$ cat src/rtl/pipe_arbiter_pkg.sv
// Shared types for the two-requester pipelined arbiter: FSM state encoding,
// source ids and a small helper mapping a source id to its serving state.
package pipe_arbiter_pkg;

   typedef enum logic [1:0] {
      IDLE   = 2'd0,
      SERVE0 = 2'd1,
      SERVE1 = 2'd2
   } arb_state_e;

   localparam logic SRC0    = 1'b0;
   localparam logic SRC1    = 1'b1;
   localparam int   BURST_W = 4;

   function automatic arb_state_e serve_of(input logic src);
      return (src == SRC1) ? SERVE1 : SERVE0;
   endfunction

endpackage

$ cat src/rtl/pipe_arbiter_stage.sv
// One register stage of the delay pipeline carrying {valid, src, data}.
// src/data only load with a valid beat so the output holds the last beat.
module pipe_arbiter_stage
   import pipe_arbiter_pkg::*;
#(
   parameter int DW = 2
) (
   input  logic          sys_clk,
   input  logic          sys_rst,
   input  logic          clr,
   input  logic          load_valid,
   input  logic          load_src,
   input  logic [DW-1:0] load_data,
   output logic          stage_valid,
   output logic          stage_src,
   output logic [DW-1:0] stage_data
);

   always_ff @(posedge sys_clk) begin
      if (sys_rst) begin
         stage_valid <= 1'b0;
         stage_src   <= SRC0;
         stage_data  <= '0;
      end else begin
         stage_valid <= load_valid & ~clr;
         if (load_valid && !clr) begin
            stage_src  <= load_src;
            stage_data <= load_data;
         end
      end
   end

endmodule

$ cat src/rtl/pipe_arbiter.sv
// Two-requester burst-limited arbiter feeding a fixed-latency delay pipeline.
// Optional flush input is enabled with macro PIPE_ARBITER_FLUSH_EN.
//
// state  | meaning
// IDLE   | no requester granted, waiting for a valid
// SERVE0 | requester 0 granted (req0_ready high)
// SERVE1 | requester 1 granted (req1_ready high)
module pipe_arbiter
   import pipe_arbiter_pkg::*;
#(
   parameter int DW        = 2,
   parameter int DEPTH     = 2,
   parameter int MAX_BURST = 4
) (
   input  logic          sys_clk,
   input  logic          sys_rst,
`ifdef PIPE_ARBITER_FLUSH_EN
   input  logic          flush,
`endif
   input  logic          req0_valid,
   input  logic [DW-1:0] req0_data,
   output logic          req0_ready,
   input  logic          req1_valid,
   input  logic [DW-1:0] req1_data,
   output logic          req1_ready,
   output logic          out_valid,
   output logic [DW-1:0] out_data,
   output logic          out_src,
   output logic          busy
);

   localparam logic [BURST_W-1:0] BURST_LAST = BURST_W'(MAX_BURST - 1);

   arb_state_e         state, state_nxt;
   logic [BURST_W-1:0] burst_cnt, burst_cnt_nxt;
   logic               last_src, last_src_nxt;
   logic               flush_hit;
   logic               acc0, acc1;

`ifdef PIPE_ARBITER_FLUSH_EN
   assign flush_hit = flush;
`else
   assign flush_hit = 1'b0;
`endif

   assign acc0 = req0_valid & req0_ready;
   assign acc1 = req1_valid & req1_ready;

   always_ff @(posedge sys_clk) begin
      if (sys_rst) begin
         state     <= IDLE;
         burst_cnt <= '0;
         last_src  <= SRC1;
      end else begin
         state     <= state_nxt;
         burst_cnt <= burst_cnt_nxt;
         last_src  <= last_src_nxt;
      end
   end

   always_comb begin
      state_nxt = state;
      case (state)
         IDLE: begin
            if (req0_valid && req1_valid)
               state_nxt = serve_of(~last_src);
            else if (req0_valid)
               state_nxt = SERVE0;
            else if (req1_valid)
               state_nxt = SERVE1;
         end
         SERVE0: begin
            if (!req0_valid)
               state_nxt = req1_valid ? SERVE1 : IDLE;
            else if (burst_cnt == BURST_LAST && req1_valid)
               state_nxt = SERVE1;
         end
         SERVE1: begin
            if (!req1_valid)
               state_nxt = req0_valid ? SERVE0 : IDLE;
            else if (burst_cnt == BURST_LAST && req0_valid)
               state_nxt = SERVE0;
         end
         default: state_nxt = IDLE;
      endcase
      if (flush_hit)
         state_nxt = IDLE;

      // A full burst with nobody waiting restarts the count in place.
      burst_cnt_nxt = burst_cnt;
      if (state_nxt != state)
         burst_cnt_nxt = '0;
      else if (acc0 || acc1)
         burst_cnt_nxt = (burst_cnt == BURST_LAST) ? '0 : burst_cnt + 1'b1;

      last_src_nxt = last_src;
      if (state_nxt != state) begin
         if (state == SERVE0)
            last_src_nxt = SRC0;
         else if (state == SERVE1)
            last_src_nxt = SRC1;
      end
   end

   always_comb begin
      req0_ready = (state == SERVE0) && !flush_hit;
      req1_ready = (state == SERVE1) && !flush_hit;
   end

   logic [DEPTH-1:0] stg_valid;
   logic [DEPTH-1:0] stg_src;
   logic [DW-1:0]    stg_data [DEPTH];

   for (genvar k = 0; k < DEPTH; k++) begin : g_stage
      logic          ld_valid;
      logic          ld_src;
      logic [DW-1:0] ld_data;

      if (k == 0) begin : g_head
         assign ld_valid = acc0 | acc1;
         assign ld_src   = acc1 ? SRC1 : SRC0;
         assign ld_data  = acc1 ? req1_data : req0_data;
      end else begin : g_tail
         assign ld_valid = stg_valid[k-1];
         assign ld_src   = stg_src[k-1];
         assign ld_data  = stg_data[k-1];
      end

      pipe_arbiter_stage #(.DW(DW)) u_stage (
         .sys_clk     (sys_clk),
         .sys_rst     (sys_rst),
         .clr         (flush_hit),
         .load_valid  (ld_valid),
         .load_src    (ld_src),
         .load_data   (ld_data),
         .stage_valid (stg_valid[k]),
         .stage_src   (stg_src[k]),
         .stage_data  (stg_data[k])
      );
   end

   assign out_valid = stg_valid[DEPTH-1];
   assign out_src   = stg_src[DEPTH-1];
   assign out_data  = stg_data[DEPTH-1];
   assign busy      = |stg_valid;

endmodule

$ cat config.mk
export PLATFORM = sky130hd
export DESIGN_NAME = pipe_arbiter
export DESIGN_NICKNAME = d
export VERILOG_FILES = /design/src/rtl/pipe_arbiter_pkg.sv /design/src/rtl/pipe_arbiter_stage.sv /design/src/rtl/pipe_arbiter.sv
export SDC_FILE = /design/constraint.sdc
export NUM_CORES = 1
export LEC_CHECK = 0
export ABC_AREA = 1
export BUFFER_PORTS_ARGS = -buffer_cell sky130_fd_sc_hd__buf_4
export CAP_MARGIN = 25
export CORE_MARGIN = 2
export CORE_UTILIZATION = 56
export CTS_CLUSTER_SIZE = 12
export DETAILED_ROUTE_END_ITERATION = 10
export GPL_TIMING_DRIVEN = 1
export PLACE_DENSITY_LB_ADDON = 0.2
export SYNTH_ARGS = -nofsm -noshare
export SYNTH_HDL_FRONTEND = slang
export SYNTH_SLANG_ARGS = --single-unit
export TNS_END_PERCENT = 1
$ cat constraint.sdc
create_clock -name sys_clk -period 3.4 [get_ports sys_clk]
set_input_delay 0.68 -clock sys_clk [delete_from_list [all_inputs] [get_ports sys_clk]]
set_output_delay 0.68 -clock sys_clk [all_outputs]
set_load 0.02 [all_outputs]
==> results of run 1 <==
[critical path, cell delays in order, from the launching register on]
cell,delay [ps]
dfxtp_1,410
inv_1,140
ha_1,290
buf_4,180
[state kept, by name, summed over array words and instances (netlist names)]
| signal | cells |
|---|---|
| burst_cnt | 4 |
| g_stage.u_stage.stage_data | 4 |
| g_stage.u_stage.stage_src | 2 |
| g_stage.u_stage.stage_valid | 2 |
| state | 2 |
| last_src | 1 |
[synth_stat cells]
cell type / n / share of area
nor2_1: 26 / 0.12
nor3_1: 4 / 0.025
a21oi_2: 1 / 0.011
nand4_1: 1 / 0.0078
nand4_2: 1 / 0.016
o21ai_1: 2 / 0.012
dfxtp_1: 15 / 0.37
a21oi_1: 6 / 0.037
or2_2: 1 / 0.0078
ha_1: 5 / 0.078
nand2_1: 17 / 0.079
nand3_1: 8 / 0.050
o211ai_2: 1 / 0.016
clkbuf_1: 1 / 0.0047
nand2_2: 7 / 0.054
xor2_1: 1 / 0.011
nand3_2: 1 / 0.012
inv_2: 2 / 0.0093
o21ai_0: 4 / 0.025
inv_1: 11 / 0.051
[how the worst max path moves through the flow]
stage                     from    endpoint  slack [ps]
finish                state[0]  req1_ready        1410
global route          state[0]  req1_ready        1310
CTS                   state[0]  req1_ready        1410
detailed placement  req0_valid    last_src        1610
global placement    req0_valid    last_src        1660
floorplan             state[0]    last_src        1760
[metrics by stage]
stage	power (W)	instance area, um2	cells
floorplan	0.000315	806	115
global placement	0.000354	926	143
detailed placement	0.000359	926	143
CTS	0.000457	952	147
global route	0.000489	952	147
finish	0.000455	952	147
[power groups by stage]
stage / Clock [W] / Combinational (W) / Sequential, W
2_1_floorplan: 0 / 0.000105 / 0.000210
3_3_place_gp: 0 / 0.000145 / 0.000208
3_5_place_dp: 0 / 0.000150 / 0.000209
4_1_cts: 0.000101 / 0.000151 / 0.000205
5_1_grt: 0.000113 / 0.000168 / 0.000208
6_report: 0.0000999 / 0.000150 / 0.000205
[logic make-up after synthesis]
logic type | count (synthesis) | share of synthesized area
flops | 15 | 0.373
xor+xnor | 1 | 0.0109
simple gates | 66 | 0.373
fa+ha+maj | 5 | 0.0776
compound gates | 14 | 0.101
buf+inv | 14 | 0.0652
[area by class of cell]
cell class / count / area [um2] / area share
multi-input cells: 86 / 453 / 0.476
flip-flops and latches: 15 / 300 / 0.315
repair buffers: 14 / 105 / 0.110
clock buffers: 4 / 26.3 / 0.0276
well taps: 15 / 18.8 / 0.0197
inverters: 13 / 48.8 / 0.0512
[per-layer routing]
metal / track usage / wire [um] / vias up
met1: 0.261 / 756 / 347
met4: 0.110 / 37 / 0
met3: 0.0304 / 62 / 6
li1: - / - / 405
met5: 0 / 0 / -
met2: 0.363 / 788 / 19
==> impl_metrics.ini, run 1 <==
[setup_path]
crit_fanout = 5
r2r_cells = 14
timing.rr.start = state[1]
worstSetupEndpointType = primary output
worst_ep_arrival_time_ps = 1310
crit_type = flip-flop to primary output
r2r_slack_ps = 1660
rr_endpoint = last_src
worstSetupStartpointType = flip-flop
cp_data_required_time_ps = 2720

[global_route]
grt_max_degree = 10
grt_pass1_wl_um = 2900
antenna_found_initial = 0
overflow = 0
grt_pass1_vias = 693
grt_usage = 0.214

[drt]
first_pass_iters = 4
avgViaCountPerCell = 5.29
first_iter_violations = 14
vias = 777
drc_errors = 0
wl_um = 1650
wl_per_cell_um = 11.2
final_antenna_net_count = 0

[sta]
max_slew_margin = 0.851
period_share = 0.584
finalSetupViolCount = 0
tightest_slew_ps = 221
fmax_mhz = 503
fin_skew_ps = 1.58
min_period_ps = 1990
fin_hold_ws_ps = 484
hold_viol = 0
rsz0062_at_grt = no
layout_setup_ws_ps = 1410
timing.setup.tns_ps = 0
drv_slew = 0

[floorplanning]
core-area_um2 = 1320
std_cell_rows = 13
die-area_um2 = 1760
start_util = 0.612
die_w_um = 41.9
io_pins = 15
die_h_um = 41.9

[layout]
layout_commonest_cell = nor2_1
nets = 146
mostFrequentLayoutCells = nor2_1, nand2_1, dfxtp_1
area_growth_pct = 18.2
final_util = 0.723
nFillCells = 119
drive_gt1_frac = 0.235
diodes = 0

[logic_synthesis]
yosysWarnings = 0
synthDistinctLibCells = 20
syn-num-nets = 128
synth-seq-area-share = 0.373
avgSynthCellArea_um2 = 7.01
synth_area_um2 = 806
synth_seq_cells = 15
syn_inst = 115

[power_and_ir_drop]
p_int_w = 0.000295
power_frac_clock = 0.220
comb_power_share = 0.329
p_sw_w = 0.000161
p_leak_nw = 0.455
power.density_nw_per_um2 = 478
pwr-share-seq = 0.451
netSwitchingFraction = 0.353
irDropWorstVdd_uv = 334

[placed_design]
dp_hpwl_um = 1280
post-place-ws_ps = 1610
gp_congestion = 0.945
numPortBuffers = 14

[clocking]
htreeDepth = 1
numCtsBuffers = 3
post-cts-setup-buffers = 0
cts_sinks = 15
clk_path_buf_depth = 2
cts_resized = 0
cts_tree = yes
holdBufCountCts = 0
root_buffer = clkbuf_4
clkLatencyLatePin_ps = 280
clk_pin_slew_ps = 90

[min_path]
hp-start = last_src
min_path_cells = 2
hp-class = flip-flop to flip-flop
min_to = last_src

[run]
drv_cap = 0

[status]
status = complete, no violations
Note: power is estimated with default switching activity, not from simulation.
==> inputs of run 2 (changes only) <==
Settings changed: ABC_AREA 1 to 0, CORE_UTILIZATION 56 to 52.
Clock period 3.4 ns to 2 ns, I/O delays scaled along.
==> run 2 against run 1 <==
  * Critical path depth increased by 4
  * Sequential share of layout area increased by 0.81 points
  * Critical endpoint is now last_src
  * Highest routed layer unchanged
  * Utilization decreased by 3.2 points
==> impl_metrics.ini, run 2 <==
[global_route]
overflow = 0
grt_pass1_vias = 583
grt_pass1_wl_um = 2550
grt_usage = 0.189
globalRoute.busiestLayer = met2
antenna_found_initial = 0
gr-usage-met2 = 0.303
grt_max_degree = 14
grtUsageMet3 = 0.0766
met1_usage = 0.239

[clocking]
clk_pin_slew_ps = 80
root_buffer = clkbuf_4
cts_tree = yes
clkLatencyLatePin_ps = 280
cts_sinks = 15
numCtsBuffers = 3
htreeDepth = 1
clk_path_buf_depth = 2

[run]
drv_cap = 0

[power_and_ir_drop]
pwr-share-seq = 0.476
p_total_w = 0.000703
power_frac_clock = 0.240
p_sw_w = 0.000214
netSwitchingFraction = 0.304
power.density_nw_per_um2 = 754
p_int_w = 0.000489
comb_power_share = 0.284
p_leak_nw = 0.375
irDropWorstVdd_uv = 478

[sta]
finalSetupViolCount = 0
fin_skew_ps = 1.81
timing.setup.tns_ps = 0
drv_slew = 0
rsz0062_at_grt = no
fin_hold_ws_ps = 384
period_share = 0.903
hold_viol = 0
min_period_ps = 1810
fmax_mhz = 554
max_slew_margin = 0.804
tightest_slew_ps = 293

[floorplanning]
io_pins = 15
die_w_um = 42.8
die-area_um2 = 1830
core-area_um2 = 1350
start_util = 0.579
std_cell_rows = 13
die_h_um = 42.8

[layout]
regArea_um2 = 302
layout_commonest_cell = buf_4
nFillCells = 110
nets = 116
drive_gt1_frac = 0.245
multi_input_area_um2 = 462
stdcell_count = 117
area_growth_pct = 19.2
diodes = 0
top_regs = burst_cnt (4), g_stage.u_stage.stage_data (4)
mostFrequentLayoutCells = buf_4, dfxtp_1, nor2_1

[setup_path]
worstSetupStartpointType = flip-flop
cp-startpoint = burst_cnt[0]
timing.rr.start = burst_cnt[0]
worst_ep_arrival_time_ps = 2020
crit_fanout = 4
crit_type = flip-flop to flip-flop
cp_data_required_time_ps = 2210
worstSetupEndpointType = flip-flop

[logic_synthesis]
yosysTopAreaCellShare = 0.384
syn_inst = 85
synthDistinctLibCells = 30
async_flop_share = 0
synth-seq-area-share = 0.384
post-synth-top-count-cell = dfxtp_1
avgSynthCellArea_um2 = 9.20
synth-edff-count = 0
synth_area_um2 = 782
yosysWarnings = 0
yosysTopAreaCell = dfxtp_1
synth_common_cells = dfxtp_1, nor2_1, nand2_1
synth_seq_cells = 15
synth_flop_cell = dfxtp_1
syn-num-nets = 98
netlist_top_cells_area = dfxtp_1, ha_1, mux2i_1

[drt]
drc_errors = 0
final_antenna_net_count = 0
vias = 648
first_pass_iters = 4
avgViaCountPerCell = 5.54
wl_per_cell_um = 12.9
wl_um = 1510
first_iter_violations = 7

[placed_design]
dp_cells = 113
gp_congestion = 0.912
numPortBuffers = 14
dp_hpwl_um = 1150

[min_path]
hp-class = input pin to flip-flop
hp-start = sys_rst

[status]
status = complete, no violations
run 2: critical path, cell delays in order, from the launching register on:
cell and delay [ps]:
dfxtp_1 390, ha_1 230, nand4bb_1 140, nor3b_1 160, o31a_1 330, xnor2_2 160, a21boi_2 150, mux2i_1 180
run 2: power by group through the flow:
| stage | clock (W) | combinational [W] | sequential [W] |
|---|---|---|---|
| after global routing | 0.000193 | 0.000218 | 0.000337 |
| after detailed placement | 0 | 0.000199 | 0.000341 |
| final | 0.000169 | 0.000200 | 0.000334 |
| after CTS | 0.000176 | 0.000201 | 0.000334 |
| after floorplan | 0 | 0.000142 | 0.000342 |
| after global placement | 0 | 0.000197 | 0.000340 |
run 2: stage by stage:
stage	utilization	setup slack (ps)	area [um2]
finish	0.690	194	932
CTS	0.690	113	931
global route	0.690	46.0	932
detailed placement	0.670	141	905
floorplan	-	167	782
global placement	0.670	207	905
run 2: layout make-up:
type,count,share of cell area
sequential,15,0.323
tap,15,0.0201
timing repair buffer,15,0.121
inverter,3,0.0121
clock buffer,4,0.0282
multi-input combinational,65,0.495
run 2: cell families (layout without fill, tap and decap cells):
logic type	after synthesis	count (layout)	share of synthesized area
compound gates	16	16	0.147
xor+xnor	3	3	0.0432
fa+ha+maj	5	5	0.0800
buf+inv	5	22	0.0256
flops	15	15	0.384
mux	6	6	0.0768
simple gates	35	35	0.243
run 2: metal layers:
metal,routed length (um),vias up
met3,82,4
met2,729,23
met4,16,0
met1,677,290
met5,0,-
li1,-,331
run 2: what timing repair did:
action | CTS | global route
hold buffers | 0 | 0
endpoints found under the setup margin | 0 | 1
setup buffers | 0 | 0
gates resized for setup | 0 | 1
run 2: path summary, 6_finish.rpt:
kind	slack, ps	cells after the start	endpoint
setup / recovery	190	7	last_src
hold / removal	380	2	g_stage[0].u_stage.stage_src
setup reg to reg	190	7	last_src
hold reg to reg	460	2	g_stage[0].u_stage.stage_src
